<file path="config.mk">
export PLATFORM = sky130hd
export DESIGN_NAME = seg7_scan_driver
export DESIGN_NICKNAME = d
export VERILOG_FILES = /design/src/rtl/seg7_pkg.sv /design/src/rtl/seg7_glyph.sv /design/src/rtl/seg7_scan_driver.sv
export SDC_FILE = /design/constraint.sdc
export NUM_CORES = 1
export LEC_CHECK = 0
export CORE_ASPECT_RATIO = 1.1
export CORE_UTILIZATION = 48
export CTS_BUF_LIST = sky130_fd_sc_hd__clkbuf_8
export DETAILED_ROUTE_END_ITERATION = 16
export PLACE_DENSITY = 0.69
export SLEW_MARGIN = 40
export SYNTH_ARGS = -nofsm -noshare
export SYNTH_HDL_FRONTEND = slang
export SYNTH_SLANG_ARGS = --single-unit
</file>
<file path="constraint.sdc">
create_clock -name i_Clk -period 3.6 [get_ports i_Clk]
set_input_delay 0.72 -clock i_Clk [delete_from_list [all_inputs] [get_ports i_Clk]]
set_output_delay 0.72 -clock i_Clk [all_outputs]
set_load 0.1 [all_outputs]
</file>
<file path="src/rtl/seg7_pkg.sv">
// Shared constants for the seven-segment scan driver: glyph table, blank code, digit limit.
// Segment bit order is {g,f,e,d,c,b,a}, active-low.
package seg7_pkg;

    localparam int unsigned SEG_W      = 7;
    localparam int unsigned NIBBLE_W   = 4;
    localparam int unsigned MAX_DIGITS = 8;

    localparam logic [SEG_W-1:0] SEG_BLANK = 7'b1111111;

    localparam logic [SEG_W-1:0] GLYPH_0 = 7'b1000000;
    localparam logic [SEG_W-1:0] GLYPH_1 = 7'b1111001;
    localparam logic [SEG_W-1:0] GLYPH_2 = 7'b0100100;
    localparam logic [SEG_W-1:0] GLYPH_3 = 7'b0110000;
    localparam logic [SEG_W-1:0] GLYPH_4 = 7'b0011001;
    localparam logic [SEG_W-1:0] GLYPH_5 = 7'b0010010;
    localparam logic [SEG_W-1:0] GLYPH_6 = 7'b0000010;
    localparam logic [SEG_W-1:0] GLYPH_7 = 7'b1111000;
    localparam logic [SEG_W-1:0] GLYPH_8 = 7'b0000000;
    localparam logic [SEG_W-1:0] GLYPH_9 = 7'b0010000;
    localparam logic [SEG_W-1:0] GLYPH_A = 7'b0001000;
    localparam logic [SEG_W-1:0] GLYPH_B = 7'b0000011;
    localparam logic [SEG_W-1:0] GLYPH_C = 7'b1000110;
    localparam logic [SEG_W-1:0] GLYPH_D = 7'b0100001;
    localparam logic [SEG_W-1:0] GLYPH_E = 7'b0000110;
    localparam logic [SEG_W-1:0] GLYPH_F = 7'b0001110;

    // Width of a counter that must hold 0..n-1 (at least one bit).
    function automatic int unsigned cnt_width(input int unsigned n);
        return (n > 1) ? $clog2(n) : 1;
    endfunction

endpackage

</file>
<file path="src/rtl/seg7_glyph.sv">
// Combinational nibble-to-glyph map; HEX_MODE selects A..F letters or blanks for 10..15.
module seg7_glyph
    import seg7_pkg::*;
#(
    parameter int unsigned HEX_MODE = 0
) (
    input  logic [NIBBLE_W-1:0] i_Nibble,
    output logic [SEG_W-1:0]    o_Glyph_c
);

    localparam logic HEX_EN = (HEX_MODE != 0);

    always_comb begin
        o_Glyph_c = SEG_BLANK;
        case (i_Nibble)
            4'h0: o_Glyph_c = GLYPH_0;
            4'h1: o_Glyph_c = GLYPH_1;
            4'h2: o_Glyph_c = GLYPH_2;
            4'h3: o_Glyph_c = GLYPH_3;
            4'h4: o_Glyph_c = GLYPH_4;
            4'h5: o_Glyph_c = GLYPH_5;
            4'h6: o_Glyph_c = GLYPH_6;
            4'h7: o_Glyph_c = GLYPH_7;
            4'h8: o_Glyph_c = GLYPH_8;
            4'h9: o_Glyph_c = GLYPH_9;
            4'hA: o_Glyph_c = HEX_EN ? GLYPH_A : SEG_BLANK;
            4'hB: o_Glyph_c = HEX_EN ? GLYPH_B : SEG_BLANK;
            4'hC: o_Glyph_c = HEX_EN ? GLYPH_C : SEG_BLANK;
            4'hD: o_Glyph_c = HEX_EN ? GLYPH_D : SEG_BLANK;
            4'hE: o_Glyph_c = HEX_EN ? GLYPH_E : SEG_BLANK;
            4'hF: o_Glyph_c = HEX_EN ? GLYPH_F : SEG_BLANK;
            default: o_Glyph_c = SEG_BLANK;
        endcase
    end

endmodule

</file>
<file path="src/rtl/seg7_scan_driver.sv">
// Multiplexed seven-segment scan driver with guard blanking and frame-based blink.
// Optional feature macro: SEG7_LEADING_ZERO_BLANK_EN (blank leading zero digits, digit 0 always shown).
module seg7_scan_driver
    import seg7_pkg::*;
#(
    parameter int unsigned NUM_DIGITS     = 4,
    parameter int unsigned CLKS_PER_DIGIT = 25000,
    parameter int unsigned GUARD_CLKS     = 2,
    parameter int unsigned HEX_MODE       = 0,
    parameter int unsigned BLINK_FRAMES   = 250
) (
    input  logic                         i_Clk,
    input  logic                         i_Rst_n,
    input  logic [NIBBLE_W*NUM_DIGITS-1:0] i_Value,
    input  logic                         i_Load,
    input  logic                         i_Blink,
    output logic [SEG_W-1:0]             o_Segment,
    output logic [NUM_DIGITS-1:0]        o_Digit_En,
    output logic                         o_Frame_Done
);

    localparam int unsigned PW = cnt_width(CLKS_PER_DIGIT);
    localparam int unsigned IW = cnt_width(NUM_DIGITS);
    localparam int unsigned FW = cnt_width(BLINK_FRAMES);
    localparam int unsigned VW = NIBBLE_W * NUM_DIGITS;

    localparam logic [PW-1:0] PRESC_LAST = PW'(CLKS_PER_DIGIT - 1);
    localparam logic [IW-1:0] IDX_LAST   = IW'(NUM_DIGITS - 1);
    localparam logic [FW-1:0] FRM_LAST   = FW'(BLINK_FRAMES - 1);

    logic [PW-1:0] r_presc;
    logic [IW-1:0] r_idx;
    logic [FW-1:0] r_frm;
    logic          r_phase;
    logic [VW-1:0] r_disp;

    logic [PW-1:0]         w_presc_nxt;
    logic [IW-1:0]         w_idx_nxt;
    logic [FW-1:0]         w_frm_nxt;
    logic                  w_phase_nxt;
    logic [VW-1:0]         w_disp_nxt;
    logic                  w_presc_wrap;
    logic                  w_frame_wrap;
    logic [NIBBLE_W-1:0]   w_nibble;
    logic [SEG_W-1:0]      w_glyph;
    logic                  w_in_guard;
    logic                  w_blink_dark;
    logic                  w_lz_blank;
    logic                  w_fd_nxt;
    logic [NUM_DIGITS-1:0] w_onehot;

    // Counter next-state: prescaler, digit index, blink frame counter and phase.
    always_comb begin
        w_presc_wrap = (r_presc == PRESC_LAST);
        w_frame_wrap = w_presc_wrap && (r_idx == IDX_LAST);
        w_presc_nxt  = w_presc_wrap ? '0 : r_presc + PW'(1);
        w_idx_nxt    = r_idx;
        w_frm_nxt    = r_frm;
        w_phase_nxt  = r_phase;
        if (w_presc_wrap) begin
            w_idx_nxt = (r_idx == IDX_LAST) ? '0 : r_idx + IW'(1);
        end
        if (w_frame_wrap) begin
            if (r_frm == FRM_LAST) begin
                w_frm_nxt   = '0;
                w_phase_nxt = ~r_phase;
            end else begin
                w_frm_nxt = r_frm + FW'(1);
            end
        end
        w_disp_nxt = i_Load ? i_Value : r_disp;
    end

    // Outputs are registered from next-state values so they line up with the new count.
    always_comb begin
        w_nibble = w_disp_nxt[NIBBLE_W-1:0];
        for (int k = 1; k < int'(NUM_DIGITS); k++) begin
            if (w_idx_nxt == IW'(k)) begin
                w_nibble = w_disp_nxt[NIBBLE_W*k +: NIBBLE_W];
            end
        end
        w_in_guard   = (32'(w_presc_nxt) + 32'd1) <= GUARD_CLKS;
        w_blink_dark = i_Blink && !w_phase_nxt;
        w_fd_nxt     = (w_presc_nxt == PRESC_LAST) && (w_idx_nxt == IDX_LAST);
        w_onehot     = NUM_DIGITS'(1) << w_idx_nxt;
    end

`ifdef SEG7_LEADING_ZERO_BLANK_EN
    // Blank a zero digit when every digit above it is zero too; digit 0 is never blanked.
    always_comb begin
        logic v_upper_zero;
        v_upper_zero = 1'b1;
        w_lz_blank   = 1'b0;
        for (int k = int'(NUM_DIGITS) - 1; k >= 1; k--) begin
            v_upper_zero = v_upper_zero && (w_disp_nxt[NIBBLE_W*k +: NIBBLE_W] == 4'h0);
            if ((w_idx_nxt == IW'(k)) && v_upper_zero) begin
                w_lz_blank = 1'b1;
            end
        end
    end
`else
    assign w_lz_blank = 1'b0;
`endif

    seg7_glyph #(
        .HEX_MODE (HEX_MODE)
    ) u_glyph (
        .i_Nibble  (w_nibble),
        .o_Glyph_c (w_glyph)
    );

    always_ff @(posedge i_Clk) begin
        if (!i_Rst_n) begin
            r_presc      <= '0;
            r_idx        <= '0;
            r_frm        <= '0;
            r_phase      <= 1'b0;
            r_disp       <= '0;
            o_Segment    <= SEG_BLANK;
            o_Digit_En   <= '0;
            o_Frame_Done <= 1'b0;
        end else begin
            r_presc      <= w_presc_nxt;
            r_idx        <= w_idx_nxt;
            r_frm        <= w_frm_nxt;
            r_phase      <= w_phase_nxt;
            r_disp       <= w_disp_nxt;
            o_Frame_Done <= w_fd_nxt;
            if (w_in_guard || w_blink_dark) begin
                o_Segment  <= SEG_BLANK;
                o_Digit_En <= '0;
            end else begin
                o_Segment  <= w_lz_blank ? SEG_BLANK : w_glyph;
                o_Digit_En <= w_onehot;
            end
        end
    end

endmodule

</file>
* After elaboration in Yosys (flattened, before gate mapping)
Memories as Yosys holds them, arrays and structs flattened. A register that Yosys moved wholly into a read port is not among the register bits.
Cells that the tools add are included.
** Storage, ports and cells
- Bits in latches :: 0
- Output and inout port bits :: 12
- ROM bits :: 112
- RAM bits :: 0
- Memories kept :: 1
- Word-level logic and storage cells :: 39
- Input bits :: 20
- Register bits :: 47
** Operators by class
- Bitwise logic cells :: 2
- Muxes and demuxes :: 10
- Multipliers :: 0
- $lt $le $gt $ge :: 1
- Reductions and logical operators :: 6
- Equal/unequal tests :: 7
- Shift-type cells :: 1
- Divide/modulo/power cells :: 0
- Add/subtract/negate cells :: 4
** Memory list
- (no name shown) :: depth 16, width 7, rd ports 1, clocked after Yosys merged registers in 1, wr ports 0, line seg7_glyph.sv:15 : case (i_Nibble)
** Operators with widths (count)
- $eq 15x15->1 const B :: 2
- $add 15x1->16 const B :: 1
- $le 16x2->1 const B :: 1
- $mux 16 :: 1
- $add 15x1->15 const B :: 1
- $mux 15 :: 1
- $mux 4 :: 3
- $add 8x1->8 const B :: 1
- $eq 8x8->1 const B :: 1
- $mux 8 :: 1
- $eq 2x2->1 const B :: 3
- $mux 2 :: 2
- $shl 1x2->4 const A :: 1
- $logic_and 1x1->1 :: 3
- $add 2x1->2 const B :: 1
- $eq 2x1->1 const B :: 1
- $mux 1 :: 2
- $not 1->1 :: 2
- $reduce_or 2->1 :: 1
- $logic_not 1->1 :: 1
- $logic_or 1x1->1 :: 1

* Logic depth before layout (Yosys ltp)
- Depth after elaboration :: 7
- Depth in mapped cells :: 13
- Depth with buffers taken out :: 11

* Modules after synthesis
A second synthesis with hierarchy kept.
** Second synthesis, totals
- Cell total of the unflattened synthesis :: 375
- Area total of the unflattened synthesis :: 3296.9 µm²
** Modules (own cells, without submodules)
- seg7_scan_driver :: area an instance 3086.7 µm², times used 1, cells each 342, seq. area each 1081.0 µm²
- seg7_glyph :: area an instance 210.2 µm², times used 1, cells each 33, seq. area each 0.0 µm²

* Worst setup path before layout
OpenSTA, ideal clock, no wires.
- Path type :: reg2reg
- Start :: reg r_presc[1]
- End :: reg o_Segment[5]
- Data required time :: 3.486 ns
- Setup slack :: 0.347 ns
- Setup time :: 0.114 ns
- Stages on the path, launching flop included :: 12
- Period minus slack after synthesis :: 3.253 ns
- Data arrival time :: 3.139 ns
- Path buffers :: 2
- Path through :: dfxtp_1 > ha_1 > buf_2 > and4_4 > and4_4 > mux2i_4 > clkbuf_1 > mux2i_1 > inv_1 > ha_1 > or3_1 > a21o_1
** Between the ends
- Word-level cells in the longest chain between the ends :: 7
- Elaborated cells on any way between the ends :: 18
- Classes of those cells :: 2 x add/sub; 1 x order compare; 4 x eq/ne; 6 x mux; 5 x reduce/logical
** RTL lines
- start, declared :: line seg7_scan_driver.sv:31 : logic [PW-1:0] r_presc;
- start signal, assigned :: line seg7_scan_driver.sv:123 : r_presc <= w_presc_nxt;
- branches (longest 7 deep; another with $add 15x1->16)
- end, declared :: line seg7_scan_driver.sv:17 : output logic [SEG_W-1:0] o_Segment,
Several ways; the timed one is not identified.
A chain may end at the register's enable or synchronous reset.

* Worst setup path in the final report
- Start :: reg r_presc[0]
- End :: reg o_Segment[5]
The elaborated chain is that of the path after synthesis.

==> results by group <==
Routing
  • Post-route ant nets: 0
  • Drt pass-1 iters: 4
  • Number of remaining DRC errors: 0
  • Vias per std cell: 5.50
  • DR WL/cell: 14.1 µm
  • Final wirelength: 6290 µm
  • Via count: ~2500
  • Initial DRC count: 82

Setup path
  • CP startpoint kind: flop
  • CP startpoint: r_presc[0]$_SDFF_PN0_
  • Reg2Reg Capture Point: o_Segment[5]$_SDFF_PP1_
  • Worst r2r src: r_presc[0]$_SDFF_PN0_
  • Required @ worst endpoint: 3820 ps
  • Worst reg-to-reg setup slack: about 280 ps
  • CP cell instances: ha_1 -> and4_4 -> and4_4 -> mux2i_4 -> buf_4 -> mux2i_1 -> inv_1 -> ha_1 -> or3_1 -> a21o_1
  • CP max FO: 13
  • Worst Setup End Kind: flop
  • Crit Path Category: reg -> reg
  • R2R depth: 10
  • Largest stage delay on the critical path: roughly 430 ps
  • Slowest library cell on the worst path: mux2i_1
  • Worst Path Arrival: 3540 ps

Timing
  • Final Max Slew Viols: 0
  • Relative slew slack: 61.1%
  • Hold slack final: between 400 and 500 ps
  • Hold Vio Cnt, Final: 0
  • Maximum clock rate: 301 MHz
  • Setup Skew: 7.56 ps
  • Final setup viols: 0
  • RSZ-0062 raised after global routing: no
  • Total negative slack: 0 ps
  • Tmin final: between 3000 and 4000 ps
  • Fin crit share: 92.2%
  • Slew @ Worst Pin: ~600 ps

Floorplan
  • Std-Cell Core Area: slightly above 6000 µm²
  • Starting Density: between 50% and 60%
  • Die ar.: approximately 6800 µm²
  • Die H: between 80 and 90 µm
  • Die W: 78.6 µm
  • Row count: 30
  • I/O pins: 32

Clocking
  • Maximum buffer depth of the clock tree: 2
  • H-tree depth: 2
  • # clock sinks: 54
  • Clock root buffer: clkbuf_8
  • Number of CTS-inserted buffers: 5
  • Skew-Pair Late Insertion Delay: between 300 and 400 ps
  • TritonCTS clock tree: yes
  • CTS resizes: 0
  • Cts hold-fix bufs: 0
  • Register clock-pin slew on the reported worst setup and hold paths: around 100 ps
  • Post-CTS Setup Repair Bufs: 0

Cells and area
  • Layout Nets: ~400
  • Most common cell after layout, fill and taps aside: dfxtp_1
  • Most frequent cells in the layout: dfxtp_1, nor2_1, mux2i_1, nor2b_1, clkdlybuf4s50_1
  • N_diodes: 0
  • Area growth syn-to-layout: 15.2%
  • Final core utilization: 57.7%
  • Fraction of layout cells with a size suffix above 1: 13.9%
  • Non-filler cells, final: 446

Yosys
  • Simple-gate share of the synthesized area: 27.7%
  • Fraction of synthesized cell area in xor and xnor cells: 6.21%
  • Mapped Area: a little over 3000 µm²
  • Seq cells post-synth: 54
  • Largest family of logic cells by synthesized area: simple AND/OR/NAND/NOR gates
  • Post-Synth Adder-Cell Area: between 4 and 5%
  • Mean Syn Cell Area: approximately 9.4 µm²
  • Largest area contributor in the netlist: dfxtp_1
  • Yosys top cell area share: 34.9%
  • Mux contribution to synthesized area: approximately 11%
  • Cell count after synthesis: approximately 330
  • Post-synth ARST share: 0%
  • Ys flop type: dfxtp_1
  • Syn. warnings: 0
  • Sequential area share after synthesis: a little over a third
  • Post-synth EDFFs: 0
  • Synth top area cells: dfxtp_1, mux2i_1, ha_1
  • Library cells used by synthesis: 66
  • Syn nets: 362
  • Synth Area in Compound Gates: 12.0%

Placed design
  • GPL Wtd Cong: roughly 0.94
  • Placed insts: 438
  • Input/output buffers: 31
  • DP Wirelength: 4740 µm

Power and ir drop
  • Reg power frac: 49.5%
  • Leakage power: 1.46 nW
  • Clock power share: 34.3%
  • Psw: 337 µW
  • Peak VDD IR: 180 µV
  • Internal power: 929 µW
  • Logic pwr share: around 16%
  • Switch share: between 20% and 30%
  • P per Cell Area: about 350 nW/µm²

Run status
  • Outcome: finished, final reports clean

Global route
  • GRT Overall Usage: 20.1%
  • Vias in the first global route: 2393
  • Global-route wire length before repair: 10800 µm
  • Initial antenna violation count: 0
  • Grt total ovfl: 0
  • Largest net degree at the start of global routing: 21

Worst hold path
  • Worst hold endpoint: r_disp[3]$_SDFF_PN0_
  • Min-delay src: r_disp[3]$_SDFF_PN0_
  • Worst min path class: reg -> reg
  • Worst Hold Depth: 2

Run
  • Maximum Capacitance Violations: 0
-- stage by stage --
stage          area [µm²]  setup slack, ps  total power, mW
6_report             3570              281             1.27
2_1_floorplan        3100              347            0.793
3_5_place_dp         3450              316            0.846
3_3_place_gp         3510              428            0.851
4_1_cts              3570              277             1.28
5_1_grt              3570             58.0             1.32
-- critical path: cells and delay by family, from the launching register on --
family / cells / cell delay, ps
AOI/OAI and AO/OA: 1 / 160
DFF: 1 / 350
muxes: 2 / 830
buffers and inverters: 2 / 390
adders and majority gates: 2 / 550
and+or+nand+nor: 3 / 930
-- cells by family after synthesis --
logic type / count (synthesis)
xor gates and xnor gates: 22
and+or+nand+nor: 143
DFF: 54
adders and majority gates: 11
buffers and inverters: 22
muxes: 29
AOI/OAI and AO/OA: 50
-- layer usage --
layer | GRT usage, % | up-vias | share of wire (%)
li1 | - | 1253 | -
met1 | 24.9 | 1136 | 47
met2 | 34.5 | 52 | 47
met3 | 4.21 | 11 | 4.0
met4 | 6.57 | 0 | 1.6
met5 | 0 | - | 0
-- power groups by stage --
stage	sequential (mW)	combinational [mW]	clock, mW
floorplan	0.684	0.110	0
detailed placement	0.640	0.206	0
finish	0.626	0.205	0.435
CTS	0.627	0.207	0.446
global placement	0.640	0.210	0
global route	0.629	0.224	0.468
-- flip-flops by register name, indices dropped and copies added, names as in the netlist --
name / flops
r_idx: 2
o_Segment: 7
r_disp: 16
r_phase: 1
o_Digit_En: 4
o_Frame_Done: 1
r_presc: 15
r_frm: 8
-- cell type report --
| class | instances | area, µm² |
|---|---|---|
| multi-input cells | 255 | 1910 |
| clock buffers | 6 | 82.6 |
| repair buffers | 42 | 333 |
| fillers | 592 | 2620 |
| flip-flops and latches | 54 | 1080 |
| clock inverters | 2 | 38.8 |
| inverters | 7 | 26.3 |
| well taps | 80 | 100 |
-- how the worst max path moves through the flow --
stage	to
after floorplan	o_Segment[5]$_SDFF_PP1_
after global placement	o_Segment[6]$_SDFF_PP1_
after detailed placement	o_Segment[5]$_SDFF_PP1_
after CTS	o_Segment[6]$_SDFF_PP1_
after global routing	o_Segment[1]$_SDFF_PP1_
final	o_Segment[5]$_SDFF_PP1_
-- synthesized netlist by cell type (3+ instances only) --
library cell  count
a21boi_0          8
a21o_1            4
a21oi_1           6
and2_1            8
and3_1            6
and4_1            3
buf_2             5
clkbuf_1          6
dfxtp_1          54
ha_1             11
inv_1             6
mux2i_1          24
mux4_2            4
nand2_1          18
nand2b_1          5
nand3_1           9
nand4_1           8
nor2_1           26
nor2b_1          19
nor3_1            9
nor3b_1           4
nor4_1            4
nor4b_1           3
o211ai_1          3
o21a_1            4
o21ai_0           7
o21bai_1          3
xnor2_1           8
xor2_1           14
Note: power is estimated with default switching activity, not from simulation.
